File: config.mk
export PLATFORM = sky130hd
export DESIGN_NAME = fir_s2p6_packer
export DESIGN_NICKNAME = d
export VERILOG_FILES = /design/src/rtl/fir_pkg.sv /design/src/rtl/fir_blk_reg.sv /design/src/rtl/fir_s2p6_packer.sv
export SDC_FILE = /design/constraint.sdc
export NUM_CORES = 1
export LEC_CHECK = 0
export BUFFER_PORTS_ARGS = -buffer_cell sky130_fd_sc_hd__buf_2
export CAP_MARGIN = 0
export CORE_MARGIN = 2
export CORE_UTILIZATION = 59
export CTS_BUF_LIST = sky130_fd_sc_hd__clkbuf_4
export CTS_CLUSTER_SIZE = 24
export DETAILED_ROUTE_END_ITERATION = 8
export GPL_TIMING_DRIVEN = 0
export MAX_ROUTING_LAYER = met4
export PLACE_DENSITY = 0.82
export SLEW_MARGIN = 20
export SYNTH_ARGS = -nofsm -noshare
export SYNTH_HDL_FRONTEND = slang
export SYNTH_HIERARCHICAL = 1
export SYNTH_SLANG_ARGS = --single-unit
File: constraint.sdc
create_clock -name clk -period 3 [get_ports clk]
set_input_delay 0.15 -clock clk [delete_from_list [all_inputs] [get_ports clk]]
set_output_delay 0.15 -clock clk [all_outputs]
set_load 0.02 [all_outputs]
File: src/rtl/fir_pkg.sv
// Shared types for the 6-parallel FIR: sample width, lane count, and the block
// type used by the packer, the FIR core and the output de-packer.
package fir_pkg;

  localparam int DW    = 16;
  localparam int LANES = 6;

  typedef logic signed [DW-1:0] sample_t;
  typedef sample_t blk_t [LANES];

endpackage

File: src/rtl/fir_blk_reg.sv
// Output holding register for one 6-lane block with valid/ready semantics.
// Contents stay stable while m_valid is high and m_ready is low.
module fir_blk_reg
  import fir_pkg::*;
(
  input  logic   clk,
  input  logic   rst_n,
  input  logic   load,
  input  blk_t   blk,
  input  logic   pad,
  input  logic   m_ready,
  output logic   m_valid,
  output blk_t   lanes,
  output logic   m_pad
);

  // Load a new block, retire the current one on handshake, otherwise hold.
  // The caller raises load only when the register is free (!m_valid | m_ready).
  always_ff @(posedge clk or negedge rst_n) begin
    if (!rst_n) begin
      m_valid <= 1'b0;
      m_pad   <= 1'b0;
      for (int i = 0; i < LANES; i++) begin
        lanes[i] <= '0;
      end
    end else if (load) begin
      m_valid <= 1'b1;
      m_pad   <= pad;
      lanes   <= blk;
    end else if (m_ready) begin
      m_valid <= 1'b0;
    end else begin
      m_valid <= m_valid;
    end
  end

endmodule

File: src/rtl/fir_s2p6_packer.sv
// Serial-to-6-lane packer feeding the 6-parallel FIR. One assembly buffer plus
// the output register give double buffering; flush zero-pads a partial block.
module fir_s2p6_packer
  import fir_pkg::*;
(
  input  logic                 clk,
  input  logic                 rst_n,
  input  logic                 s_valid,
  output logic                 s_ready,
  input  logic signed [DW-1:0] s_data,
  input  logic                 flush,
  output logic                 m_valid,
  input  logic                 m_ready,
  output logic signed [DW-1:0] x6k,
  output logic signed [DW-1:0] x6k_1,
  output logic signed [DW-1:0] x6k_2,
  output logic signed [DW-1:0] x6k_3,
  output logic signed [DW-1:0] x6k_4,
  output logic signed [DW-1:0] x6k_5,
  output logic                 m_pad,
  output logic [15:0]          blk_cnt
);

  logic [2:0]  cnt_r;
  blk_t        asm_r;
  logic        asm_full_r;
  logic        asm_pad_r;
  logic [15:0] blk_cnt_r;

  logic        accept_s;
  logic        last_s;
  logic        pad_s;
  logic        complete_s;
  logic        out_free_s;
  logic        load_s;
  logic        load_pad_s;
  logic [3:0]  fill_s;
  blk_t        blk_s;
  blk_t        load_blk_s;
  blk_t        lanes_s;

  // Next assembly contents: incoming sample lands in lane cnt, then flush zeroes
  // every lane at or above the fill level.
  always_comb begin
    accept_s   = s_valid & ~asm_full_r;
    last_s     = accept_s & (cnt_r == 3'd5);
    fill_s     = {1'b0, cnt_r} + {3'b000, accept_s};
    pad_s      = flush & ~asm_full_r & ~last_s & ((cnt_r != 3'd0) | accept_s);
    complete_s = last_s | pad_s;
    out_free_s = ~m_valid | m_ready;
    load_s     = (complete_s | asm_full_r) & out_free_s;
    for (int i = 0; i < LANES; i++) begin
      if (accept_s && (cnt_r == 3'(i))) begin
        blk_s[i] = s_data;
      end else if (pad_s && (4'(i) >= fill_s)) begin
        blk_s[i] = '0;
      end else begin
        blk_s[i] = asm_r[i];
      end
    end
    if (asm_full_r) begin
      load_blk_s = asm_r;
      load_pad_s = asm_pad_r;
    end else begin
      load_blk_s = blk_s;
      load_pad_s = pad_s;
    end
  end

  // Lane counter, assembly buffer and the full flag that backpressures the source.
  always_ff @(posedge clk or negedge rst_n) begin
    if (!rst_n) begin
      cnt_r      <= 3'd0;
      asm_full_r <= 1'b0;
      asm_pad_r  <= 1'b0;
      for (int i = 0; i < LANES; i++) begin
        asm_r[i] <= '0;
      end
    end else if (asm_full_r) begin
      if (out_free_s) begin
        asm_full_r <= 1'b0;
      end else begin
        asm_full_r <= 1'b1;
      end
    end else if (complete_s) begin
      cnt_r      <= 3'd0;
      asm_r      <= blk_s;
      asm_pad_r  <= pad_s;
      asm_full_r <= ~out_free_s;
    end else if (accept_s) begin
      asm_r <= blk_s;
      cnt_r <= cnt_r + 3'd1;
    end else begin
      cnt_r <= cnt_r;
    end
  end

  // Handed-off block counter, wraps naturally at 16 bits.
  always_ff @(posedge clk or negedge rst_n) begin
    if (!rst_n) begin
      blk_cnt_r <= 16'd0;
    end else if (m_valid && m_ready) begin
      blk_cnt_r <= blk_cnt_r + 16'd1;
    end else begin
      blk_cnt_r <= blk_cnt_r;
    end
  end

  fir_blk_reg u_blk_reg (
    .clk     (clk),
    .rst_n   (rst_n),
    .load    (load_s),
    .blk     (load_blk_s),
    .pad     (load_pad_s),
    .m_ready (m_ready),
    .m_valid (m_valid),
    .lanes   (lanes_s),
    .m_pad   (m_pad)
  );

  assign s_ready = ~asm_full_r;
  assign blk_cnt = blk_cnt_r;
  assign x6k     = lanes_s[0];
  assign x6k_1   = lanes_s[1];
  assign x6k_2   = lanes_s[2];
  assign x6k_3   = lanes_s[3];
  assign x6k_4   = lanes_s[4];
  assign x6k_5   = lanes_s[5];

endmodule

==> flow_summary.ini <==
[synthesis]
yosysTopAreaCell = dfrtp_1
synth_fp_nets = 881
ys_warn_count = 6
synthTopCellsByCount = dfrtp_1 (215), nand2_1 (204), o21ai_0 (96), mux2_2 (79), o21ai_1 (66)
ys_seq_area_share_pct = 57.3
synth.most_common_cell = dfrtp_1
synthesis.instances = 852
synth-seq-cells = 215
ys_types = 41
synth_edf_count = 0
synth_flop_cell = dfrtp_1
synth_top_area_share_pct = 57.3
synth.area.top_cells = dfrtp_1 (57%), mux2_2 (9.5%), nand2_1 (8.2%), o21ai_0 (5.1%), o21ai_1 (3.5%)
synth-async-reset-ratio_pct = 100
synth_area_per_cell_um2 = 11.0
syn_area_mm2 = 0.00939

[critical_path]
rr_endpoint = u_blk_reg/lanes[51]$_DFFE_PN0P_
r2r_cells = 10
r2r_start = asm_full_r$_DFF_PN0_
cp-end-kind = flop
crit_type = reg2reg
cp.required_ns = 3.56
worst-r2r-setup-slack_ns = 0.15
arrival_ns = 3.41
critical-path-top-cell-by-count = ha_1
slowest_delay_ns = 0.49
crit_path_start_kind = flop
cp_max_fo = 10
slowest_stage = dfrtp_1
crit_chain = nor2b_4 > buf_6 > ha_1 > ha_1 > and2_1 > a22oi_4 > a211oi_2 > clkbuf_4 > o21ai_1 > mux2_2
cp-startpoint = asm_full_r$_DFF_PN0_

[sta]
rsz0062_at_grt = false
hold_viol_final = 0
slew_headroom_pct = 64.6
fin_worst_skew_ns = 0.0619
setup_slack_ns = 0.152
layout_min_cycle_time_ns = 2.85
setup_viol = 0
fmax_ghz = 0.351
min_period_over_period_pct = 94.9
hold_ws_ns = 0.0608
tightest_slew_ns = 0.532
slew_violations = 0

[layout]
utilization_pct = 72.5
nFillCells = 1126
fin_cells = 1325
nets = 1096
drive_above_1_share_pct = 35.6
syn_to_final_growth_pct = 21.3

[clocking]
cts-root-buf = clkbuf_4
cts_setup_buffers = 0
cts_buffer_depth = 3
clk_pin_slew_worst_paths_ns = 0.08
cts_buffers = 55
insertion_delay_ns = 0.70
cts_tree = built
clkSinkCount = 215
htree_levels = 2

[drt]
drt-pass1-iter-count = 5
drt_wl_total_um = 22900
post_drt_wl_per_cell_um = 17.3
routed-via-count = 7361
routed_via_density = 5.56
ant_nets = 0
drcViolationCount = 0
detail_route.iter0.violations = 447

[grt]
grt_overflow = 0
grt_pass1_vias = 7227
use_met2_pct = 42.7
antenna_found_initial = 1
grt_util_met3_pct = 7.01
grt_pass1_wl_um = 35700
track_usage_pct = 28.3
grt_max_degree = 103
busiest_layer = met2
grt_use_met1_pct = 36.8

[die]
start_util_pct = 59.8
num_rows = 46
dieArea_mm2 = 0.0169
ios = 136
core-area_mm2 = 0.0157
die_h_um = 130
die_x_um = 130

[placed_design]
place_inst = 1205
dpl.hpwl_um = 15000
routabilityCongestion = 0.837
port-buffer-count = 135
dp_slack_ns = 0.0575

[power]
sw_frac_of_total_pct = 38.1
p_leak_nw = 5.81
seqPwrFrac_pct = 37.1
ir_drop_mv = 0.670
p_int_mw = 7.24
clock_power_share_pct = 22.7
switchingPower_mw = 4.45
p_comb_share_pct = 40.1
power.density_mw_per_mm2 = 1030

[job]
maxCapViolations = 0

[hold_path]
hp-class = in2async

[run_status]
status = finished, final reports clean
state kept, by name, summed over array words and instances (netlist names):
signal / count
blk_cnt: 16
u_blk_reg/lanes: 96
asm_pad_r: 1
u_blk_reg/m_pad: 1
asm_full_r: 1
cnt_r: 3
asm_r: 96
u_blk_reg/m_valid: 1
layout make-up:
cell class,instances,area [um^2],share of cell area (%)
Timing Repair Buffer,158,961,8.43
Clock inverter,10,93.8,0.824
Tap cell,216,270,2.37
Inverter,8,30.0,0.264
Multi-Input combinational cell,580,3670,32.2
Sequential cell,215,5380,47.2
Buffer,49,327,2.87
Clock buffer,88,661,5.80
Antenna cell,1,2.50,0.0220
metrics by stage:
| step | total power [mW] | instance area, um^2 | setup TNS (ns) |
|---|---|---|---|
| floorplan | 7.63 | 9390 | 0 |
| global placement | 8.83 | 10300 | -389.01 |
| detailed placement | 9.02 | 10400 | 0 |
| CTS | 11.7 | 11400 | 0 |
| global route | 12.4 | 11400 | 0 |
| finish | 11.7 | 11400 | 0 |
how the worst max path moves through the flow:
stage                                      endpoint
finish              u_blk_reg/lanes[51]$_DFFE_PN0P_
CTS                 u_blk_reg/lanes[16]$_DFFE_PN0P_
detailed placement  u_blk_reg/lanes[16]$_DFFE_PN0P_
global route        u_blk_reg/lanes[18]$_DFFE_PN0P_
global placement    u_blk_reg/lanes[26]$_DFFE_PN0P_
floorplan           u_blk_reg/lanes[16]$_DFFE_PN0P_
power by group through the flow:
| stage | registers, mW | logic (mW) | clock network [mW] |
|---|---|---|---|
| 2_1_floorplan | 4.92 | 2.71 | 0 |
| 3_3_place_gp | 4.36 | 4.48 | 0 |
| 3_5_place_dp | 4.39 | 4.63 | 0 |
| 4_1_cts | 4.34 | 4.67 | 2.71 |
| 5_1_grt | 4.44 | 5.09 | 2.87 |
| 6_report | 4.34 | 4.69 | 2.66 |
layer usage:
layer / share of wire, % / vias to the layer above
met5: 0 / -
met4: 3.7 / 0
met3: 7.5 / 61
met2: 47 / 292
met1: 42 / 3602
li1: - / 3406
kinds of logic after synthesis:
| logic type | synth area share [%] |
|---|---|
| compound gates | 12.0 |
| xor+xnor | 1.49 |
| fa+ha+maj | 1.07 |
| buf+inv | 3.74 |
| flops | 57.3 |
| mux | 12.5 |
| simple gates | 11.9 |
layout by cell type (no fill, tap or decap), drive strengths merged, types with 3 or more instances in the layout:
master       instances
mux2                98
nand2              205
a211oi               3
clkinv               7
nand3               11
o21ai              162
dlygate4sd3         20
nand2b               3
a21oi               34
dfrtp              215
and2                 4
a22oi                3
clkbuf              92
buf                183
nand4                3
ha                   8
xnor2               11
nor2                12
xor2                 5
and3                 5
inv                  8
worst max-delay path: cells and delay by family, from the launching register on:
kind | cells | cell delay, ns
adder cells (fa/ha/maj) | 2 | 0.46
buffers and inverters | 2 | 0.48
AO/OA/AOI/OAI | 3 | 0.56
flip-flops | 1 | 0.49
multiplexers | 1 | 0.28
AND/OR/NAND/NOR | 2 | 0.44
what timing repair did:
action | CTS | global route
endpoints found under the setup margin | 0 | 17
hold buffers | 21 | 0
resized for setup | 0 | 5
endpoints found under the hold margin | 325 | 0
Note: power is estimated with default switching activity, not from simulation.
